`config.mk`:
```
export PLATFORM = sky130hd
export DESIGN_NAME = rob_alloc_ctrl
export DESIGN_NICKNAME = d
export VERILOG_FILES = /design/src/rtl/rob_alloc_ctrl.sv
export SDC_FILE = /design/constraint.sdc
export NUM_CORES = 1
export LEC_CHECK = 0
export BUFFER_PORTS_ARGS = -buffer_cell sky130_fd_sc_hd__buf_2
export CAP_MARGIN = 20
export CORE_MARGIN = 2
export CORE_UTILIZATION = 30
export CTS_BUF_LIST = sky130_fd_sc_hd__clkbuf_8
export CTS_CLUSTER_DIAMETER = 200
export DETAILED_ROUTE_END_ITERATION = 10
export GPL_TIMING_DRIVEN = 0
export HOLD_SLACK_MARGIN = 0.05
export REMOVE_ABC_BUFFERS = 1
export SYNTH_ARGS = -nofsm -noshare
export SYNTH_HDL_FRONTEND = slang
export SYNTH_SLANG_ARGS = --single-unit
```
`constraint.sdc`:
```
create_clock -name i_clk -period 9.9 [get_ports i_clk]
set_input_delay 0.495 -clock i_clk [delete_from_list [all_inputs] [get_ports i_clk]]
set_output_delay 0.495 -clock i_clk [all_outputs]
set_load 0.02 [all_outputs]
```
`src/rtl/rob_alloc_ctrl.sv`:
```
// rob_alloc_ctrl: allocation / completion / retirement control for a
// DEPTH-entry reorder buffer.
//
// Ports:
//   i_clk, i_rst          clock (rising), async active-high reset
//   i_alloc_cnt           0/1/2 entries requested (3 behaves as 0)
//   o_alloc_ok            comb grant, all-or-nothing
//   o_alloc_id0/1         comb ROB numbers at tail / tail+1
//   i_cpl_valid/i_cpl_id  CPL_N completion ports
//   i_flush               sync flush, wins over everything
//   o_retire_valid/_id    registered, up to 2 in-order retirements
//   o_count/o_full/o_empty occupancy
//
// rob_entry holds the valid/complete bits of one entry; the top instantiates
// one per ROB slot and computes the per-entry strobes.

module rob_entry (
    input  logic i_clk,
    input  logic i_rst,
    input  logic flush,
    input  logic alloc_set,
    input  logic cpl_hit,
    input  logic retire_clr,
    output logic valid,
    output logic complete
);
    // Allocation only targets free entries and retirement only valid ones, so
    // alloc_set and retire_clr never coincide. Completion is gated by the
    // pre-edge valid, which drops completions aimed at an entry being
    // allocated on the same edge.
    always_ff @(posedge i_clk or posedge i_rst) begin
        if (i_rst) begin
            valid    <= 1'b0;
            complete <= 1'b0;
        end else if (flush || retire_clr) begin
            valid    <= 1'b0;
            complete <= 1'b0;
        end else if (alloc_set) begin
            valid    <= 1'b1;
            complete <= 1'b0;
        end else if (cpl_hit && valid) begin
            complete <= 1'b1;
        end
    end
endmodule

module rob_alloc_ctrl #(
    parameter int DEPTH = 16,
    parameter int PTR_W = 4,
    parameter int CPL_N = 3
) (
    input  logic                        i_clk,
    input  logic                        i_rst,
    input  logic [1:0]                  i_alloc_cnt,
    output logic                        o_alloc_ok,
    output logic [PTR_W-1:0]            o_alloc_id0,
    output logic [PTR_W-1:0]            o_alloc_id1,
    input  logic [CPL_N-1:0]            i_cpl_valid,
    input  logic [CPL_N-1:0][PTR_W-1:0] i_cpl_id,
    input  logic                        i_flush,
    output logic [1:0]                  o_retire_valid,
    output logic [1:0][PTR_W-1:0]       o_retire_id,
    output logic [PTR_W:0]              o_count,
    output logic                        o_full,
    output logic                        o_empty
);
    logic [PTR_W-1:0] head_q, tail_q, head1, tail1;
    logic [PTR_W:0]   count_q, free_n, alloc_amt, ret_amt;
    logic [1:0]       alloc_n, ret_n;
    logic             alloc_ok, ret0, ret1;
    logic [DEPTH-1:0] valid, complete, alloc_set, cpl_hit, retire_clr;

    always_comb begin
        alloc_n   = (i_alloc_cnt == 2'd3) ? 2'd0 : i_alloc_cnt;
        // Free space uses pre-edge count: same-edge retirements don't help.
        free_n    = (PTR_W+1)'(DEPTH) - count_q;
        alloc_ok  = !i_flush && (alloc_n != 2'd0) && (free_n >= (PTR_W+1)'(alloc_n));
        alloc_amt = alloc_ok ? (PTR_W+1)'(alloc_n) : '0;
        tail1     = tail_q + PTR_W'(1);
        head1     = head_q + PTR_W'(1);
        // Strictly in order: slot1 only behind a retiring slot0.
        ret0      = valid[head_q] && complete[head_q];
        ret1      = ret0 && valid[head1] && complete[head1];
        ret_n     = ret1 ? 2'd2 : (ret0 ? 2'd1 : 2'd0);
        ret_amt   = (PTR_W+1)'(ret_n);
    end

    assign o_alloc_ok  = alloc_ok;
    assign o_alloc_id0 = tail_q;
    assign o_alloc_id1 = tail1;

    for (genvar e = 0; e < DEPTH; e++) begin : g_ent
        logic hit;
        always_comb begin
            hit = 1'b0;
            for (int p = 0; p < CPL_N; p++)
                if (i_cpl_valid[p] && i_cpl_id[p] == PTR_W'(e)) hit = 1'b1;
        end
        assign cpl_hit[e]    = hit;
        assign alloc_set[e]  = alloc_ok && ((tail_q == PTR_W'(e)) ||
                                            (alloc_n == 2'd2 && tail1 == PTR_W'(e)));
        assign retire_clr[e] = (ret0 && head_q == PTR_W'(e)) ||
                               (ret1 && head1 == PTR_W'(e));

        rob_entry u_ent (
            .i_clk      (i_clk),
            .i_rst      (i_rst),
            .flush      (i_flush),
            .alloc_set  (alloc_set[e]),
            .cpl_hit    (cpl_hit[e]),
            .retire_clr (retire_clr[e]),
            .valid      (valid[e]),
            .complete   (complete[e])
        );
    end

    always_ff @(posedge i_clk or posedge i_rst) begin
        if (i_rst) begin
            head_q         <= '0;
            tail_q         <= '0;
            count_q        <= '0;
            o_retire_valid <= '0;
            o_retire_id    <= '0;
        end else if (i_flush) begin
            head_q         <= '0;
            tail_q         <= '0;
            count_q        <= '0;
            o_retire_valid <= '0;
            o_retire_id    <= '0;
        end else begin
            head_q         <= head_q + PTR_W'(ret_n);
            tail_q         <= tail_q + PTR_W'(alloc_amt);
            count_q        <= count_q + alloc_amt - ret_amt;
            o_retire_valid <= {ret1, ret0};
            o_retire_id    <= {head1, head_q};
        end
    end

    assign o_count = count_q;
    assign o_full  = (count_q == (PTR_W+1)'(DEPTH));
    assign o_empty = (count_q == '0);
endmodule

```
==> summary.txt <==
Setup path
  • Reg-to-reg setup timing slack: 5.43 ns
  • Critical path launch point type: flop
  • Endpoint required time on the critical path: 10.08 ns
  • Worst R2R Start: head_q[0]$_DFF_PP0_
  • Sort of element at the end of the critical path: flop
  • Reg2reg path depth: 17
  • Highest fanout seen on the critical path: 11
  • Worst EP arrival: 4.66 ns
  • Origin of the worst setup path: head_q[0]$_DFF_PP0_
  • Class of the most critical setup path: flop to flop
  • Worst reg2reg path endpoint: o_count[4]$_DFF_PP0_

Routing
  • Initial DRT Pass Iterations: 5
  • DRC marker count from the first detailed-route iteration: 306
  • Remaining design rule violation count: 0
  • Average wire per cell in the routed design: 17.3 µm
  • Count of antenna-violating nets left after detailed routing: 0
  • Total routed wirelength: 12400 µm
  • DR vias: ~4.0k
  • Per-cell via count in the routed design: 5.65

Cells and area
  • Share of layout cells above drive strength 1: 16.0%
  • Antenna diode instance count: 0
  • Area Growth Syn to Fin: 9.55%
  • Final core utilization: 34.0%
  • Number of nets in the final layout: 583

Timing
  • Unrepaired setup endpoints after global routing: no
  • Setup TNS: 0 ns
  • Fraction of the cycle the final worst path needs: approximately 45%
  • Total count of hold-check failures in the final report: 0
  • Final Worst Setup Slack: 5.43 ns
  • Min Clock Period, post-route: 4.47 ns
  • Number of slew-limit violations in the final report: 0
  • Maximum clock rate: 0.224 GHz
  • Setup violators final: 0
  • Worst setup skew after layout: 0.00713 ns
  • Slew at the pin closest to its max-slew limit: 0.805 ns
  • Worst slew margin: between 40% and 50%

Global route
  • Wire length of the first global-routing pass: about 20000 µm
  • Global router's overall resource usage: between 10% and 20%
  • Number of antenna violations at the first check in global routing: 0
  • Pin count of the biggest net entering global routing: 41
  • Remaining Overflow, GRT: 0
  • Vias in the first global route: 3888

Placement
  • Post-detailed-placement half-perimeter wirelength: 9380 µm
  • Placer Congestion: 0.873
  • Buffers added on ports: 45
  • Post-Place Setup Slack: 5.46 ns

Synthesis
  • Library cells used by synthesis: 72
  • Most frequently used flop master after synthesis: dfrtp_1
  • Post-synth EDFFs: 0
  • Top cell types by occurrence after synthesis: dfrtp_1, a21oi_1, inv_1
  • Most frequent cell after synthesis: dfrtp_1
  • Area of the mapped netlist: 4540 µm²
  • Post-synthesis average cell area: 8.95 µm²
  • Most area-hungry cell type in the Yosys netlist: dfrtp_1
  • Most area-consuming cells after synthesis: dfrtp_1, ha_1, mux4_2, a21oi_1, and2_1
  • Synthesis warning total: 0
  • Total of flip-flops plus latches after synthesis: 55
  • Number of instances in the synthesized netlist: 508
  • Proportion of register bits with asynchronous set or reset after synthesis: 100%
  • Register area share after synthesis: 30.3%
  • Proportion of netlist area held by the largest area contributor: 30.3%

Clocking
  • Hold Buf Count CTS: 0
  • Clock tree from TritonCTS: done
  • Clock Root Buffer: clkbuf_8
  • Worst-skew pair later-pin latency: roughly 0.32 ns
  • Clock transition at the registers of the reported paths: about 0.11 ns
  • H-tree lvl count: 2
  • CTS resizes: 0
  • Worst-case clock buffer depth: 2
  • Setup repair bufs after CTS: 0
  • # clock sinks: 55
  • Number of buffers added by the clock tree synthesis step: 5

Pwr
  • Relative contribution of sequential cells to total power: between 40% and 50%
  • Total net switching power: 0.174 mW
  • Power density over cell area: between 100 and 150 nW/µm²
  • Overall power consumption: 0.502 mW
  • Combinational share of power: approximately a quarter
  • Switching share of power: 34.6%
  • Clock group share of total power: 25.9%
  • Worst VDD drop: 0.0972 mV
  • Internal portion of total power: 0.328 mW
  • Lkg Pwr: 2.17 nW

Floorplanning
  • Num ports: 46
  • Die area: 16100 µm²
  • Number of rows created at floorplan: 44
  • Core ar.: 14600 µm²
  • Starting density of the core: ~31%
  • Overall die height: roughly 130 µm
  • Floorplan die width: 127 µm

Run status
  • Status: finished, final reports clean

Min path
  • Worst min-delay path class: input pin to asynchronous set/reset pin

Run
  • Max_cap viols: 0
-- power groups by stage --
stage	Combinational [mW]	Clock [mW]	Sequential [mW]
floorplan	0.0843	0	0.249
global placement	0.127	0	0.244
detailed placement	0.131	0	0.245
CTS	0.133	0.133	0.241
global route	0.146	0.143	0.242
finish	0.131	0.130	0.241
-- registers in the layout, summed over array words and instances (netlist names) --
register	cells
g_ent.u_ent.complete	16
g_ent.u_ent.valid	16
head_q	4
o_alloc_id0	4
o_count	5
o_retire_id	8
o_retire_valid	2
-- layer usage --
layer | vias to the layer above | part of all wire (%) | GRT usage (%)
met1 | 1995 | 46 | 21.8
met3 | 12 | 6.6 | 2.55
met5 | - | 0 | 0
met4 | 0 | 0.77 | 2.65
li1 | 1887 | - | -
met2 | 148 | 47 | 25.7
-- placed cells by master (no fill, tap or decap), drive strengths merged, types with 4 or more instances in the layout --
master   instances
nor2            28
nand2           27
and2            27
a2111oi          4
and3b            9
clkbuf           5
xor2             5
a31oi           11
nand3           28
nor3            14
a21o            12
a211oi          12
o21bai           4
nor2b           21
nor3b           13
o21ai           16
inv             33
fa               4
ha              28
a21oi           37
xnor2            9
dfrtp           55
nand3b           7
nor4             4
buf             46
a22o             8
mux4             9
-- worst max-delay path by stage --
stage | endpoint | slack (ns)
after floorplan | o_count[4]$_DFF_PP0_ | 6.18
final | o_count[4]$_DFF_PP0_ | 5.43
after CTS | o_count[4]$_DFF_PP0_ | 5.45
after detailed placement | o_count[4]$_DFF_PP0_ | 5.46
after global placement | o_count[4]$_DFF_PP0_ | 5.48
after global routing | o_count[4]$_DFF_PP0_ | 5.14
-- cell type report --
class	count	area [µm²]
Tap cell	184	230
Fill cell	1551	9670
Clock buffer	5	68.8
Timing Repair Buffer	46	245
Clock inverter	3	16.3
Sequential cell	55	1380
Inverter	32	125
Multi-Input combinational cell	391	2920
-- logic make-up (layout without fill, tap and decap cells) --
logic type | Yosys count | count (layout) | synth area share, %
AOI/OAI and AO/OA | 139 | 139 | 22.2
xor gates and xnor gates | 14 | 14 | 2.86
adders and majority gates | 32 | 32 | 9.47
buffers and inverters | 62 | 86 | 5.53
DFF | 55 | 55 | 30.3
muxes | 10 | 10 | 4.96
and+or+nand+nor | 196 | 196 | 24.7
-- stage by stage --
step / instances / area [µm²] / hold WS, ns
final: 716 / 4980 / 0.254
after global routing: 716 / 4980 / 0.295
after CTS: 716 / 4980 / 0.273
after detailed placement: 708 / 4890 / 0.557
after global placement: 707 / 4870 / 0.536
after floorplan: 478 / 4420 / 0.518
-- critical path: stages, from the launching register on --
cell,delay [ns]
dfrtp_1,0.70
inv_6,0.13
ha_1,0.32
inv_1,0.21
mux4_2,0.56
mux2i_4,0.30
and2_1,0.24
a2bb2oi_1,0.44
ha_1,0.32
inv_1,0.06
ha_1,0.16
inv_1,0.06
fa_1,0.40
inv_1,0.08
a21oi_1,0.06
nor2_1,0.11
or3_1,0.12
a21oi_1,0.06
Note: power is estimated with default switching activity, not from simulation.
